$ cat src/rtl/reg_byte_assembler_if.sv
// Host-side byte bus and 16-bit register-file port bundle for reg_byte_assembler.
// slave = the assembler itself, master = the surrounding bus interface / register file.
interface reg_byte_assembler_if;
    logic        write_strobe_i;
    logic        read_strobe_i;
    logic [3:0]  reg_num_i;
    logic        bytesel_i;
    logic [7:0]  bytedata_i;
    logic        reg_wr_o;
    logic        reg_rd_o;
    logic [3:0]  reg_num_o;
    logic [15:0] reg_wdata_o;
    logic [15:0] reg_rdata_i;
    logic        reg_ack_i;
    logic [7:0]  bus_data_o;
    logic        bus_dtack_o;
    logic        overrun_o;

    modport slave (
        input  write_strobe_i, read_strobe_i, reg_num_i, bytesel_i, bytedata_i,
        input  reg_rdata_i, reg_ack_i,
        output reg_wr_o, reg_rd_o, reg_num_o, reg_wdata_o,
        output bus_data_o, bus_dtack_o, overrun_o
    );

    modport master (
        output write_strobe_i, read_strobe_i, reg_num_i, bytesel_i, bytedata_i,
        output reg_rdata_i, reg_ack_i,
        input  reg_wr_o, reg_rd_o, reg_num_o, reg_wdata_o,
        input  bus_data_o, bus_dtack_o, overrun_o
    );
endinterface

$ cat src/rtl/reg_byte_assembler.sv
// Assembles 68k even/odd byte accesses into 16-bit register writes/reads and drives DTACK.
// Optional read abandon timer enabled by defining REG_RD_TIMEOUT_EN.
//
// state    | meaning
// IDLE     | waiting for a strobe, dtack low
// WR_PULSE | reg_wr_o high for one cycle
// RD_REQ   | reg_rd_o held, waiting for reg_ack_i
// DONE     | access complete, dtack held until next strobe
module reg_byte_assembler #(
    parameter int RD_TIMEOUT = 15,
    parameter int TIMEOUT_W  = 4
) (
    input logic                  clk,
    input logic                  reset_i,
    reg_byte_assembler_if.slave  bus
);

    if (RD_TIMEOUT < 1 || RD_TIMEOUT >= (1 << TIMEOUT_W)) begin : g_bad_timeout_cfg
        $error("RD_TIMEOUT does not fit in TIMEOUT_W bits");
    end

    typedef enum logic [1:0] {
        IDLE     = 2'd0,
        WR_PULSE = 2'd1,
        RD_REQ   = 2'd2,
        DONE     = 2'd3
    } state_t;

    state_t      state;
    logic [7:0]  hi_byte;
    logic [15:0] rd_latch;
    logic        rd_valid;
    logic [3:0]  rd_num;
    logic        rd_bytesel;
`ifdef REG_RD_TIMEOUT_EN
    logic [TIMEOUT_W-1:0] rd_timer;
`endif

    logic strobe_any;
    logic cached_hit;

    assign strobe_any = bus.write_strobe_i | bus.read_strobe_i;
    // Only the odd byte can be served from the word latched by a preceding even read.
    assign cached_hit = bus.bytesel_i & rd_valid & (bus.reg_num_i == rd_num);

    always_ff @(posedge clk or posedge reset_i) begin
        if (reset_i) begin
            state           <= IDLE;
            hi_byte         <= '0;
            rd_latch        <= '0;
            rd_valid        <= 1'b0;
            rd_num          <= '0;
            rd_bytesel      <= 1'b0;
            bus.reg_wr_o    <= 1'b0;
            bus.reg_rd_o    <= 1'b0;
            bus.reg_num_o   <= '0;
            bus.reg_wdata_o <= '0;
            bus.bus_data_o  <= '0;
            bus.bus_dtack_o <= 1'b0;
            bus.overrun_o   <= 1'b0;
`ifdef REG_RD_TIMEOUT_EN
            rd_timer        <= '0;
`endif
        end else begin
            case (state)
                // DONE takes a new strobe exactly as IDLE would, dropping dtack unless the
                // new access completes immediately.
                IDLE, DONE: begin
                    if (bus.write_strobe_i) begin
                        rd_valid <= 1'b0;
                        if (!bus.bytesel_i) begin
                            hi_byte         <= bus.bytedata_i;
                            bus.bus_dtack_o <= 1'b1;
                            state           <= DONE;
                        end else begin
                            bus.reg_wdata_o <= {hi_byte, bus.bytedata_i};
                            bus.reg_num_o   <= bus.reg_num_i;
                            bus.reg_wr_o    <= 1'b1;
                            bus.bus_dtack_o <= 1'b0;
                            state           <= WR_PULSE;
                        end
                    end else if (bus.read_strobe_i) begin
                        if (cached_hit) begin
                            bus.bus_data_o  <= rd_latch[7:0];
                            bus.bus_dtack_o <= 1'b1;
                            state           <= DONE;
                        end else begin
                            bus.reg_num_o   <= bus.reg_num_i;
                            rd_num          <= bus.reg_num_i;
                            rd_bytesel      <= bus.bytesel_i;
                            bus.reg_rd_o    <= 1'b1;
                            bus.bus_dtack_o <= 1'b0;
                            state           <= RD_REQ;
`ifdef REG_RD_TIMEOUT_EN
                            rd_timer        <= TIMEOUT_W'(RD_TIMEOUT - 1);
`endif
                        end
                    end
                end

                WR_PULSE: begin
                    if (strobe_any) begin
                        bus.overrun_o <= 1'b1;
                    end
                    bus.reg_wr_o    <= 1'b0;
                    bus.bus_dtack_o <= 1'b1;
                    state           <= DONE;
                end

                RD_REQ: begin
                    if (strobe_any) begin
                        bus.overrun_o <= 1'b1;
                    end
                    if (bus.reg_ack_i) begin
                        rd_latch        <= bus.reg_rdata_i;
                        rd_valid        <= 1'b1;
                        bus.bus_data_o  <= rd_bytesel ? bus.reg_rdata_i[7:0] : bus.reg_rdata_i[15:8];
                        bus.reg_rd_o    <= 1'b0;
                        bus.bus_dtack_o <= 1'b1;
                        state           <= DONE;
                    end
`ifdef REG_RD_TIMEOUT_EN
                    else if (rd_timer == '0) begin
                        rd_valid        <= 1'b0;
                        bus.bus_data_o  <= 8'hFF;
                        bus.reg_rd_o    <= 1'b0;
                        bus.bus_dtack_o <= 1'b1;
                        state           <= DONE;
                    end else begin
                        rd_timer <= rd_timer - 1'b1;
                    end
`endif
                end

                default: begin
                    state <= IDLE;
                end
            endcase
        end
    end

endmodule
$ cat src/flat_wrapper.sv
// flat-port wrapper written by rule: the top's interface ports become plain ports
module reg_byte_assembler_flat 
#(
    parameter int RD_TIMEOUT = 15,
    parameter int TIMEOUT_W  = 4
)
  (clk, reset_i, bus_write_strobe_i, bus_read_strobe_i, bus_reg_num_i, bus_bytesel_i, bus_bytedata_i, bus_reg_rdata_i, bus_reg_ack_i, bus_reg_wr_o, bus_reg_rd_o, bus_reg_num_o, bus_reg_wdata_o, bus_bus_data_o, bus_bus_dtack_o, bus_overrun_o);
  reg_byte_assembler_if bus_i ();
  input logic clk;
  input logic reset_i;
  input wire logic [$bits(bus_i.write_strobe_i)-1:0] bus_write_strobe_i;
  input wire logic [$bits(bus_i.read_strobe_i)-1:0] bus_read_strobe_i;
  input wire logic [$bits(bus_i.reg_num_i)-1:0] bus_reg_num_i;
  input wire logic [$bits(bus_i.bytesel_i)-1:0] bus_bytesel_i;
  input wire logic [$bits(bus_i.bytedata_i)-1:0] bus_bytedata_i;
  input wire logic [$bits(bus_i.reg_rdata_i)-1:0] bus_reg_rdata_i;
  input wire logic [$bits(bus_i.reg_ack_i)-1:0] bus_reg_ack_i;
  output wire logic [$bits(bus_i.reg_wr_o)-1:0] bus_reg_wr_o;
  output wire logic [$bits(bus_i.reg_rd_o)-1:0] bus_reg_rd_o;
  output wire logic [$bits(bus_i.reg_num_o)-1:0] bus_reg_num_o;
  output wire logic [$bits(bus_i.reg_wdata_o)-1:0] bus_reg_wdata_o;
  output wire logic [$bits(bus_i.bus_data_o)-1:0] bus_bus_data_o;
  output wire logic [$bits(bus_i.bus_dtack_o)-1:0] bus_bus_dtack_o;
  output wire logic [$bits(bus_i.overrun_o)-1:0] bus_overrun_o;
  assign bus_i.write_strobe_i = bus_write_strobe_i;
  assign bus_i.read_strobe_i = bus_read_strobe_i;
  assign bus_i.reg_num_i = bus_reg_num_i;
  assign bus_i.bytesel_i = bus_bytesel_i;
  assign bus_i.bytedata_i = bus_bytedata_i;
  assign bus_i.reg_rdata_i = bus_reg_rdata_i;
  assign bus_i.reg_ack_i = bus_reg_ack_i;
  assign bus_reg_wr_o = bus_i.reg_wr_o;
  assign bus_reg_rd_o = bus_i.reg_rd_o;
  assign bus_reg_num_o = bus_i.reg_num_o;
  assign bus_reg_wdata_o = bus_i.reg_wdata_o;
  assign bus_bus_data_o = bus_i.bus_data_o;
  assign bus_bus_dtack_o = bus_i.bus_dtack_o;
  assign bus_overrun_o = bus_i.overrun_o;
  reg_byte_assembler #(.RD_TIMEOUT(RD_TIMEOUT), .TIMEOUT_W(TIMEOUT_W)) u_core (.clk(clk), .reset_i(reset_i), .bus(bus_i));
endmodule
$ cat config.mk
export PLATFORM = sky130hd
export DESIGN_NAME = reg_byte_assembler_flat
export DESIGN_NICKNAME = d
export VERILOG_FILES = /design/src/rtl/reg_byte_assembler_if.sv /design/src/rtl/reg_byte_assembler.sv /design/src/flat_wrapper.sv
export SDC_FILE = /design/constraint.sdc
export NUM_CORES = 1
export LEC_CHECK = 0
export CAP_MARGIN = 20
export CORE_MARGIN = 1.5
export CORE_UTILIZATION = 45
export CTS_CLUSTER_DIAMETER = 60
export DETAILED_ROUTE_END_ITERATION = 10
export DONT_BUFFER_PORTS = 1
export PLACE_DENSITY_LB_ADDON = 0.05
export SLEW_MARGIN = 25
export SYNTH_ARGS = -nofsm -noshare
export SYNTH_HDL_FRONTEND = slang
export SYNTH_SLANG_ARGS = --single-unit
$ cat constraint.sdc
create_clock -name clk -period 1.75 [get_ports clk]
set_input_delay 0.175 -clock clk [delete_from_list [all_inputs] [get_ports clk]]
set_output_delay 0.175 -clock clk [all_outputs]
set_load 0.02 [all_outputs]
======== After elaboration in Yosys (flattened, before gate mapping) ========
Index checks and enable logic that the tools add are counted.
storage, ports and cells
  bits in latches ......................... 0
  word-level logic and storage cells ...... 82
  memory bits (writable) .................. 0
  bits of input ports ..................... 34
  register bits ........................... 56
  memories ................................ 0
  output and inout bits ................... 32
  memory bits (read-only) ................. 0
cells by class
  reduce and logical (&&, ||, !) cells .... 17
  order comparisons ....................... 0
  multiply operators ...................... 0
  div/mod/pow operators ................... 0
  add/subtract/negate cells ............... 0
  bitwise operators ....................... 6
  shift operators ......................... 0
  eq/ne operators ......................... 14
  multiplexer cells ....................... 32
operators with widths
  cell                count
  $mux 8              5
  $mux 4              4
  $pmux 8 s2          1
  $ne 2x2->1 const B  7
  $mux 1              13
  $reduce_and 3->1    4
  $reduce_and 5->1    2
  $mux 2              4
  $reduce_and 4->1    2
  $pmux 1 s2          3
  $pmux 2 s3          1
  $reduce_and 2->1    3
  $reduce_bool 2->1   3
  $eq 2x2->1 const B  2
  $eq 4x4->1          1
  $ne 2x1->1 const B  2
  $reduce_or 2->1     2
  $ne 3x3->1 const B  1
  $not 1->1           3
  $pmux 1 s3          1
  $and 1x1->1         2
  $eq 2x1->1 const B  1
  $logic_not 2->1     1
  $or 1x1->1          1

======== Longest topological paths before layout ========
Gate-level depths: netlist of run 1.
  word-level depth ........................ 6
  mapped depth ............................ 7
  mapped depth without buffers ............ 7

======== Worst setup path before layout of run 1 ========
Ideal clock, no wire load.
  path type ............................... register to register
  start ................................... register u_core.state[0]
  end ..................................... register u_core.bus.reg_num_o[0]
  library setup time ...................... 0.125 ns
  required time ........................... 1.625 ns
  arrival ................................. 1.639 ns
  clock period less this slack ............ 1.764 ns
  buffers on the path ..................... 0
  slack ................................... -0.014 ns
  cell stages (with the launch flop) ...... 8
  path through ............................ dfrtp_1 -> inv_1 -> ha_1 -> nor2b_2 -> nand2_1 -> a21oi_2 -> a31oi_2 -> mux2_2
between the ends
  word-level cells in the longest chain between the ends .. 3
  elaborated cells on any way between the ends .. 4
  those cells by class .................... 1 x eq/ne; 3 x reduce/logical
ends and longest elaborated chain
  element                                        line                         text
  start: declaration                             reg_byte_assembler.sv:29     state_t state;
  start signal: assignment                       reg_byte_assembler.sv:48     state <= IDLE;
  start signal: assignment                       reg_byte_assembler.sv:74     state <= DONE;
  start signal: assignment                       reg_byte_assembler.sv:80     state <= WR_PULSE;
  $eq 2x2->1 or $logic_not 2->1 (tied branches)  reg_byte_assembler.sv:65     case (state)
  $reduce_or 2->1 *                              reg_byte_assembler.sv:65
  $reduce_and 4->1 (no line) *                   n/a
  end signal: assignment                         reg_byte_assembler.sv:77     bus.reg_num_o <= bus.reg_num_i;
  end signal: assignment                         reg_byte_assembler.sv:88     bus.reg_num_o <= bus.reg_num_i;
  end: declaration                               reg_byte_assembler_if.sv:22  output reg_wr_o, reg_rd_o, reg_num_o, reg_wdata_o,
Mark *: on every way between the ends. The rest lies on a longest branch, timed or not.
A chain may end at the register's enable or synchronous reset.

======== Final worst setup path of run 1 ========
  start ................................... register u_core.state[0]
  end ..................................... register u_core.bus.reg_num_o[2]
The elaborated chain is that of the path after synthesis.

==> report_table.html, run 1 <==
<table>
<tr><th>Metric</th><th>Value</th></tr>
<tr><th colspan="2">Outcome</th></tr>
<tr><td>Status</td><td>finished, final reports clean</td></tr>
<tr><th colspan="2">Worst setup path</th></tr>
<tr><td>Crit path max fanout</td><td>6</td></tr>
<tr><td>Length in cells of the worst reg-to-reg path</td><td>7</td></tr>
<tr><td>Cell with the largest stage delay on the worst path</td><td>dfrtp_1</td></tr>
<tr><td>Critical Path Max Stage Delay</td><td>400 ps</td></tr>
<tr><td>Cell chain of the critical path</td><td>inv_2, ha_4, nor2b_4, nand2_2, a21oi_4, a31oi_4, mux2_2</td></tr>
<tr><td>Critical Path AT</td><td>1900 ps</td></tr>
<tr><td>Reg-to-reg endpoint</td><td>u_core.bus.reg_num_o[2]$_DFFE_PP0P_</td></tr>
<tr><td>Required time of the critical path</td><td>between 1500 and 2000 ps</td></tr>
<tr><td>Minimum setup slack among reg-to-reg paths</td><td>between 50 and 60 ps</td></tr>
<tr><td>CP Launch Type</td><td>flip-flop</td></tr>
<tr><td>Critical path capture point type</td><td>flip-flop</td></tr>
<tr><td>Reg2reg start</td><td>u_core.state[0]$_DFFE_PP0P_</td></tr>
<tr><td>Category of the most critical setup path</td><td>reg2reg</td></tr>
<tr><th colspan="2">Logic synthesis</th></tr>
<tr><td>Mapped Avg Cell Area</td><td>between 10 and 15 um^2</td></tr>
<tr><td>FF+latch count, synth</td><td>56</td></tr>
<tr><td>Distinct cell type count after synthesis</td><td>33</td></tr>
<tr><td>Sequential area share after synthesis</td><td>56.6%</td></tr>
<tr><td>Ranking of synthesized cells by area</td><td>dfrtp_1 (57%), mux2_2 (19%), mux2_4 (4.8%)</td></tr>
<tr><td>Share of Yosys cell area claimed by the top area cell type</td><td>between 50 and 60%</td></tr>
<tr><td>Largest area contributor in the synthesized netlist</td><td>dfrtp_1</td></tr>
<tr><td>Synthesis Warnings</td><td>0</td></tr>
<tr><td>Post-synthesis cell count</td><td>between 150 and 200</td></tr>
<tr><td>Synthesized netlist net count</td><td>roughly 220</td></tr>
<tr><td>Netlist area before placement</td><td>approximately 2500 um^2</td></tr>
<tr><th colspan="2">GRT</th></tr>
<tr><td>Total global-route track usage</td><td>15.9%</td></tr>
<tr><td>Number of antenna violations at the first check in global routing</td><td>0</td></tr>
<tr><td>Remaining global-route overflow</td><td>0</td></tr>
<tr><td>Number of global-route vias before repair</td><td>around 1600</td></tr>
<tr><td>Largest net degree at the start of global routing</td><td>33</td></tr>
<tr><td>First-pass GRT wire length</td><td>7.51 mm</td></tr>
<tr><th colspan="2">STA</th></tr>
<tr><td>Setup violations, final</td><td>0</td></tr>
<tr><td>Worst slew pin tran</td><td>about 550 ps</td></tr>
<tr><td>Endpoints failing hold</td><td>0</td></tr>
<tr><td>Final worst-path cycle share</td><td>about 97%</td></tr>
<tr><td>Relative slew slack</td><td>63.4%</td></tr>
<tr><td>Setup WS post-layout</td><td>approximately 56 ps</td></tr>
<tr><td>Worst clock skew</td><td>6.57 ps</td></tr>
<tr><td>Unrepaired setup endpoints after global routing</td><td>true</td></tr>
<tr><td>Max Clk Rate</td><td>590 MHz</td></tr>
<tr><td>Crit path time final</td><td>between 1500 and 2000 ps</td></tr>
<tr><td>Max Slew Vio Count</td><td>0</td></tr>
<tr><th colspan="2">Placed design</th></tr>
<tr><td>Port Buffers</td><td>0</td></tr>
<tr><td>Worst-case setup slack after placement</td><td>-111 ps</td></tr>
<tr><td>Final weighted congestion in routability-driven placement</td><td>0.747</td></tr>
<tr><td>Post-detail-place hpwl</td><td>between 3 and 4 mm</td></tr>
<tr><th colspan="2">Clocking</th></tr>
<tr><td>Root buffer cell</td><td>clkbuf_8</td></tr>
<tr><td>Clock tree from TritonCTS</td><td>yes</td></tr>
<tr><td>Number of buffers added by the clock tree synthesis step</td><td>5</td></tr>
<tr><td>Count of clock tree sinks</td><td>56</td></tr>
<tr><td>CTS HTree Levels</td><td>2</td></tr>
<tr><td>Clock insertion delay at the later pin of the skew report</td><td>around 310 ps</td></tr>
<tr><td>Maximum clock path buffer count</td><td>2</td></tr>
<tr><td>Clock-pin slew reported for the worst setup and hold paths after clock tree synthesis</td><td>100 ps</td></tr>
<tr><th colspan="2">Floorplan</th></tr>
<tr><td>Number of placed I/O pins</td><td>66</td></tr>
<tr><td>Horizontal die dimension</td><td>77.2 um</td></tr>
<tr><td>Die footprint</td><td>slightly below 6000 um^2</td></tr>
<tr><td>Placeable core region</td><td>around 5200 um^2</td></tr>
<tr><td>Number of core rows</td><td>26</td></tr>
<tr><td>Initial cell density of the core</td><td>between 40% and 50%</td></tr>
<tr><td>Die span in y</td><td>about 77 um</td></tr>
<tr><th colspan="2">Drt</th></tr>
<tr><td>Detailed Route Iter0 Violations</td><td>48</td></tr>
<tr><td>Number of nets with antenna violations after routing</td><td>0</td></tr>
<tr><td>Routed wire per std cell</td><td>16.2 um</td></tr>
<tr><td>Length of the first detailed-routing pass in iterations</td><td>3</td></tr>
<tr><td>DRC violation count after routing</td><td>0</td></tr>
<tr><td>Final wirelength</td><td>between 4 and 5 mm</td></tr>
<tr><td>Vias per cell</td><td>about 5.3</td></tr>
<tr><td>Vias after detailed routing</td><td>around 1400</td></tr>
<tr><th colspan="2">Finish</th></tr>
<tr><td>Fin nets</td><td>240</td></tr>
<tr><td>Share of post-route cells with drive strength above 1</td><td>about two fifths</td></tr>
<tr><td>Number of inserted diodes</td><td>0</td></tr>
<tr><td>Area grow syn2layout</td><td>17.3%</td></tr>
<tr><th colspan="2">Min path</th></tr>
<tr><td>Cell depth of the worst min-delay path</td><td>1</td></tr>
<tr><td>Hold WC Path Type</td><td>in2reg</td></tr>
<tr><td>Terminating pin of the worst hold path</td><td>u_core.hi_byte[6]$_DFFE_PP0P_</td></tr>
<tr><td>Worst Min Path Start</td><td>bus_bytedata_i[6]</td></tr>
<tr><th colspan="2">Run</th></tr>
<tr><td>Max-cap viol count</td><td>0</td></tr>
<tr><th colspan="2">Power and ir drop</th></tr>
<tr><td>Power Total</td><td>5.63 mW</td></tr>
<tr><td>PD cells</td><td>roughly 1900 nW/um^2</td></tr>
<tr><td>Leakage dissipation</td><td>~1.3 nW</td></tr>
<tr><td>IR Drop Worst-Case VDD</td><td>between 0.0009 and 0.001 V</td></tr>
</table>
-- logic make-up (layout without fill, tap and decap cells) --
family                   count (synthesis)  after routing  synth area share [%]
multiplexers                            58             58                  27.2
flip-flops                              56             56                  56.6
AO/OA/AOI/OAI                           25             25                  6.52
AND/OR/NAND/NOR                         23             23                  4.90
buffers and inverters                   13             37                  2.42
XOR/XNOR                                 4              4                  1.41
adder cells (fa/ha/maj)                  2              2                  1.01
-- metal layers --
| layer | vias up | track usage [%] | wire [um] |
|---|---|---|---|
| met4 | 0 | 5.45 | 61 |
| met1 | 722 | 19.6 | 1870 |
| li1 | 678 | - | - |
| met2 | 38 | 26.8 | 2260 |
| met5 | - | 0 | 0 |
| met3 | 7 | 4.40 | 271 |
-- critical path, delay by kind of cell (launching register included) --
| kind | cells | cell delay (ps) |
|---|---|---|
| AOI/OAI and AO/OA | 2 | 300 |
| and+or+nand+nor | 2 | 220 |
| DFF | 1 | 400 |
| adders and majority gates | 1 | 220 |
| muxes | 1 | 360 |
| buffers and inverters | 1 | 80 |
-- where the power goes --
part | internal, mW | total (mW) | switching, mW
clock network | 0.292 | 0.717 | 0.425
registers | 1.94 | 2.85 | 0.903
logic | 1.28 | 2.07 | 0.787
-- synthesized netlist by cell type --
master and instances:
nor3_4 1, nand2b_1 1, xnor2_1 1, mux2_4 8
nor2b_2 1, buf_6 1, buf_2 3, nor2_1 11
ha_1 2, mux2i_1 8, o21ai_0 3, dfrtp_1 56
o21bai_1 2, o211ai_1 1, clkbuf_1 3, and3_1 1
mux2_2 42, xor2_1 3, a22o_1 1, a21o_1 1
nand3_2 1, a21boi_1 1, nand3_1 1, inv_1 6
a21oi_1 10, nand2_1 4, o22a_1 1, a21boi_0 1
a31oi_1 2, a31oi_2 1, nand2_2 1, nor2b_1 1
a21oi_2 1
-- through the flow --
step	hold WS (ps)	setup TNS [ps]	cell area [um^2]	std cells	util (%)
2_1_floorplan	325	0	2480	181	-
3_3_place_gp	130	-513	2660	256	51.1
3_5_place_dp	143	-953	2660	256	51.1
4_1_cts	1.17	0	2820	268	54.2
5_1_grt	0.431	-70.7	2910	275	55.8
6_report	8.62	0	2910	275	55.8
-- worst max-delay path by stage --
stage,slack (ps),from,end,cells past startpoint
global route,-30,u_core.state[1]$_DFFE_PP0P_,u_core.bus.reg_num_o[1]$_DFFE_PP0P_,6
CTS,5,u_core.state[0]$_DFFE_PP0P_,u_core.bus.reg_num_o[3]$_DFFE_PP0P_,7
floorplan,30,u_core.state[0]$_DFFE_PP0P_,u_core.bus.reg_num_o[0]$_DFFE_PP0P_,7
global placement,-70,u_core.state[0]$_DFFE_PP0P_,u_core.bus.reg_num_o[1]$_DFFE_PP0P_,7
detailed placement,-110,u_core.state[0]$_DFFE_PP0P_,u_core.bus.reg_num_o[3]$_DFFE_PP0P_,7
finish,60,u_core.state[0]$_DFFE_PP0P_,u_core.bus.reg_num_o[2]$_DFFE_PP0P_,7
-- layout by cell type, fill, tap and decap left out, drive strengths merged --
cell	synthesis	layout
dfrtp	56	56
mux2	50	50
buf	4	13
nor2	11	11
a21oi	11	11
dlygate4sd3	0	10
mux2i	8	8
inv	6	7
clkbuf	3	5
nand2	5	5
xor2	3	3
o21ai	3	3
a31oi	3	3
o21bai	2	2
clkinv	0	2
nand3	2	2
nor2b	2	2
a21boi	2	2
ha	2	2
nor3	1	1
xnor2	1	1
and3	1	1
nand2b	1	1
o211ai	1	1
a21o	1	1
a22o	1	1
o22a	1	1
-- final cells by class --
type / count / area (um^2)
Tap cell: 70 / 87.6
Fill cell: 447 / 2300
Multi-Input combinational cell: 112 / 1060
Clock inverter: 3 / 26.3
Clock buffer: 5 / 68.8
Inverter: 6 / 22.5
Sequential cell: 56 / 1400
Timing Repair Buffer: 23 / 235
-- state kept, by name, summed over array words and instances, names as in the netlist --
| register | count |
|---|---|
| u_core.bus.bus_dtack_o | 1 |
| u_core.rd_num | 4 |
| u_core.rd_latch | 8 |
| u_core.rd_bytesel | 1 |
| u_core.bus.overrun_o | 1 |
| u_core.bus.reg_num_o | 4 |
| u_core.state | 2 |
| u_core.bus.reg_wr_o | 1 |
| u_core.bus.reg_rd_o | 1 |
| u_core.hi_byte | 8 |
| u_core.bus.bus_data_o | 8 |
| u_core.bus.reg_wdata_o | 16 |
| u_core.rd_valid | 1 |
-- timing repair --
item | in CTS | in global routing
setup buffers | 0 | 1
resized for setup | 4 | 4
pin swaps | 0 | 1
hold buffers | 4 | 6
endpoints found under the setup margin | 15 | 24
hold endpoints to repair | 28 | 8
No activity file was read; power rests on OpenSTA's default activity.
==> inputs of run 2 (changes only) <==
==> constraint.sdc (replaced) <==
create_clock -name clk -period 1.5 [get_ports clk]
set_input_delay 0.15 -clock clk [delete_from_list [all_inputs] [get_ports clk]]
set_output_delay 0.15 -clock clk [all_outputs]
set_load 0.02 [all_outputs]
==> run 2 against run 1 <==
Effect of this change: critical path depth decreased by 1; sequential power increased by 18%; final cell count increased by 9.5%; the run now ends with setup timing left; largest power group unchanged; power increased by 31%; register-to-register slack got worse by 280 ps; via count increased by 7.7%; sequential share of layout area decreased by 6.8 points; non-clock buffer count increased by 26; hold slack improved by 49 ps; clock power increased by 17%; cell area increased by 17%; worst setup slack got worse by 280 ps.
==> report_table.html, run 2 (same netlist as run 1, synthesis figures left out) <==
<table>
<tr><th>Metric</th><th>Value</th></tr>
<tr><th colspan="2">Outcome</th></tr>
<tr><td>Status</td><td>finished, violations left</td></tr>
<tr><td>Violated checks</td><td>setup timing</td></tr>
<tr><th colspan="2">Floorplan</th></tr>
<tr><td>Number of core rows</td><td>26</td></tr>
<tr><td>Number of placed I/O pins</td><td>66</td></tr>
<tr><td>Horizontal die dimension</td><td>roughly 77 um</td></tr>
<tr><td>Die span in y</td><td>~77 um</td></tr>
<tr><td>Initial cell density of the core</td><td>a little under half</td></tr>
<tr><td>Die footprint</td><td>between 5000 and 6000 um^2</td></tr>
<tr><td>Placeable core region</td><td>5200 um^2</td></tr>
<tr><th colspan="2">Worst setup path</th></tr>
<tr><td>Critical path capture point type</td><td>flip-flop</td></tr>
<tr><td>CP Launch Type</td><td>flip-flop</td></tr>
<tr><td>Required time of the critical path</td><td>approximately 1700 ps</td></tr>
<tr><td>Timing startpoint of the critical path</td><td>u_core.state[1]$_DFFE_PP0P_</td></tr>
<tr><td>Category of the most critical setup path</td><td>reg2reg</td></tr>
<tr><td>Cell with the largest stage delay on the worst path</td><td>dfrtp_1</td></tr>
<tr><td>Crit path max fanout</td><td>6</td></tr>
<tr><td>Cell chain of the critical path</td><td>ha_4, nor2b_4, nand2_4, a21oi_4, buf_12, mux2_4</td></tr>
<tr><td>Critical Path AT</td><td>approximately 1900 ps</td></tr>
<tr><td>Reg2reg start</td><td>u_core.state[1]$_DFFE_PP0P_</td></tr>
<tr><td>Critical Path Max Stage Delay</td><td>410 ps</td></tr>
<tr><th colspan="2">Power and ir drop</th></tr>
<tr><td>IR Drop Worst-Case VDD</td><td>~0.00097 V</td></tr>
<tr><td>Clock network fraction of design power</td><td>11.3%</td></tr>
<tr><td>Leakage dissipation</td><td>about 1.6 nW</td></tr>
<tr><td>Reg power frac</td><td>45.4%</td></tr>
<tr><td>Cell-internal power</td><td>4.69 mW</td></tr>
<tr><td>Switching fraction of total power</td><td>a little over a third</td></tr>
<tr><td>Fraction of power consumed by combinational cells</td><td>between 40% and 50%</td></tr>
<tr><td>PD cells</td><td>around 2200 nW/um^2</td></tr>
<tr><td>Power Total</td><td>between 7 and 8 mW</td></tr>
<tr><td>Switching pwr</td><td>~2.7 mW</td></tr>
<tr><th colspan="2">Clocking</th></tr>
<tr><td>Number of buffers added by the clock tree synthesis step</td><td>5</td></tr>
<tr><td>Clock insertion delay at the later pin of the skew report</td><td>310 ps</td></tr>
<tr><td>Root buffer cell</td><td>clkbuf_8</td></tr>
<tr><td>CTS HTree Levels</td><td>2</td></tr>
<tr><td>Clock tree from TritonCTS</td><td>yes</td></tr>
<tr><td>Count of clock tree sinks</td><td>between 50 and 60</td></tr>
<tr><td>Maximum clock path buffer count</td><td>2</td></tr>
<tr><td>Clock-pin slew reported for the worst setup and hold paths after clock tree synthesis</td><td>90 ps</td></tr>
<tr><th colspan="2">Finish</th></tr>
<tr><td>Area of all placed cells without fillers</td><td>3390 um^2</td></tr>
<tr><td>Share of post-route cells with drive strength above 1</td><td>around 43%</td></tr>
<tr><td># fillers</td><td>385</td></tr>
<tr><td>FF+latch area</td><td>1400 um^2</td></tr>
<tr><td>Area grow syn2layout</td><td>36.7%</td></tr>
<tr><td>Max reg flops</td><td>16</td></tr>
<tr><td>Commonest non-fill, non-tap cell in the layout</td><td>dfrtp_1</td></tr>
<tr><td>Most flops, register</td><td>u_core.bus.reg_wdata_o</td></tr>
<tr><td>Highest-count cells in the layout ignoring fill and taps</td><td>dfrtp_1 (56), mux2_4 (29), dlygate4sd3_1 (24), mux2_2 (21)</td></tr>
<tr><td>Post-Layout Cell Count</td><td>301</td></tr>
<tr><td>Area of the multi-input gates</td><td>roughly 1200 um^2</td></tr>
<tr><td>Fin nets</td><td>between 200 and 300</td></tr>
<tr><td>Number of inserted diodes</td><td>0</td></tr>
<tr><th colspan="2">GRT</th></tr>
<tr><td>Number of global-route vias before repair</td><td>approximately 1600</td></tr>
<tr><td>Number of antenna violations at the first check in global routing</td><td>0</td></tr>
<tr><td>Remaining global-route overflow</td><td>0</td></tr>
<tr><td>Largest net degree at the start of global routing</td><td>57</td></tr>
<tr><td>First-pass GRT wire length</td><td>about 8.0 mm</td></tr>
<tr><td>Total global-route track usage</td><td>17.6%</td></tr>
<tr><th colspan="2">Min path</th></tr>
<tr><td>Worst Min Path Start</td><td>bus_bytesel_i</td></tr>
<tr><td>Hold WC Path Type</td><td>in2reg</td></tr>
<tr><th colspan="2">STA</th></tr>
<tr><td>Relative slew slack</td><td>65.1%</td></tr>
<tr><td>Unrepaired setup endpoints after global routing</td><td>true</td></tr>
<tr><td>Setup WS post-layout</td><td>-219 ps</td></tr>
<tr><td>Worst clock skew</td><td>slightly below 8 ps</td></tr>
<tr><td>Max Slew Vio Count</td><td>0</td></tr>
<tr><td>Max Clk Rate</td><td>582 MHz</td></tr>
<tr><td>Worst slew pin tran</td><td>523 ps</td></tr>
<tr><td>Setup violations, final</td><td>between 40 and 50</td></tr>
<tr><td>Endpoints failing hold</td><td>0</td></tr>
<tr><td>Final worst-path cycle share</td><td>115%</td></tr>
<tr><td>Crit path time final</td><td>approximately 1700 ps</td></tr>
<tr><th colspan="2">Placed design</th></tr>
<tr><td>Port Buffers</td><td>0</td></tr>
<tr><td>Placed standard-cell area</td><td>2740 um^2</td></tr>
<tr><td>Post-detail-place hpwl</td><td>about 3.2 mm</td></tr>
<tr><td>Final weighted congestion in routability-driven placement</td><td>between 0.7 and 0.8</td></tr>
<tr><td>Cell Count Post-Placement</td><td>258</td></tr>
<tr><th colspan="2">Drt</th></tr>
<tr><td>Number of nets with antenna violations after routing</td><td>0</td></tr>
<tr><td>Vias per cell</td><td>just over 5</td></tr>
<tr><td>DRC violation count after routing</td><td>0</td></tr>
<tr><td>Length of the first detailed-routing pass in iterations</td><td>4</td></tr>
<tr><td>Vias after detailed routing</td><td>approximately 1600</td></tr>
<tr><td>Detailed Route Iter0 Violations</td><td>79</td></tr>
<tr><td>Routed wire per std cell</td><td>~17 um</td></tr>
<tr><td>Final wirelength</td><td>just over 5 mm</td></tr>
<tr><th colspan="2">Run</th></tr>
<tr><td>Max-cap viol count</td><td>0</td></tr>
</table>
## run 2: changes by cell type in the layout (fill, tap and decap cells not counted), moves of 3 or more
| cell | delta |
|---|---|
| mux2_4 | +20 |
| mux2_2 | -20 |
| buf_16 | +3 |
| buf_6 | +5 |
| dlygate4sd3_1 | +14 |
## run 2: final cells by class
cell class,instances,area share (%)
multi-input cells,112,35.5
well taps,70,2.59
clock inverters,2,0.296
flip-flops and latches,56,41.4
repair buffers,49,17.0
clock buffers,6,2.44
inverters,6,0.776
## run 2: critical path: cells and delay by family (launching register included)
kind,cells,cell delay (ps)
AOI/OAI and AO/OA,1,210
adders and majority gates,1,310
buffers and inverters,1,140
DFF,1,410
muxes,1,290
and+or+nand+nor,2,250
## run 2: per-layer routing
metal / track usage [%] / vias to the layer above / wire length [um]
met5: 0 / - / 0
met1: 21.0 / 773 / 2070
met4: 8.00 / 0 / 63
met3: 4.40 / 8 / 288
met2: 29.8 / 43 / 2700
li1: - / 732 / -
## run 2: final timing paths
kind	endpoint	cells after the start	slack [ps]
min in group asynchronous	u_core.rd_latch[6]$_DFFE_PP0P_	3	400
max in group asynchronous	u_core.rd_latch[2]$_DFFE_PP0P_	3	870
setup reg to reg	u_core.rd_num[3]$_DFFE_PP0P_	6	-220
hold reg to reg	u_core.rd_latch[4]$_DFFE_PP0P_	1	520
setup / recovery	u_core.rd_num[3]$_DFFE_PP0P_	6	-220
hold / removal	u_core.bus.reg_wr_o$_DFFE_PP0P_	2	60
## run 2: repair_timing
action                                 4_1_cts  5_1_grt
endpoints found under the hold margin       90        0
pin swaps                                    6        7
cloned                                       3        0
setup endpoints to repair                   42       46
gates resized for setup                     13       27
setup buffers                                2        7
hold buffers                                24        0
## run 2: power groups by stage
stage | sequential [mW] | clock [mW] | combinational, mW
2_1_floorplan | 3.15 | 0 | 2.05
3_3_place_gp | 3.33 | 0 | 2.36
3_5_place_dp | 3.38 | 0 | 2.46
4_1_cts | 3.35 | 0.875 | 2.84
5_1_grt | 3.46 | 0.945 | 3.42
6_report | 3.35 | 0.837 | 3.20
## run 2: metrics by stage
step / setup WS [ps] / utilization [%] / hold WS (ps) / setup TNS (ps)
after CTS: -198 / 62.5 / 22.9 / -4180
after detailed placement: -287 / 52.7 / 123 / -4250
after global placement: -233 / 52.7 / 116 / -3240
after floorplan: -132 / - / 230 / -2020
final: -219 / 65.0 / 57.9 / -5840
after global routing: -266 / 65.0 / 60.4 / -8030
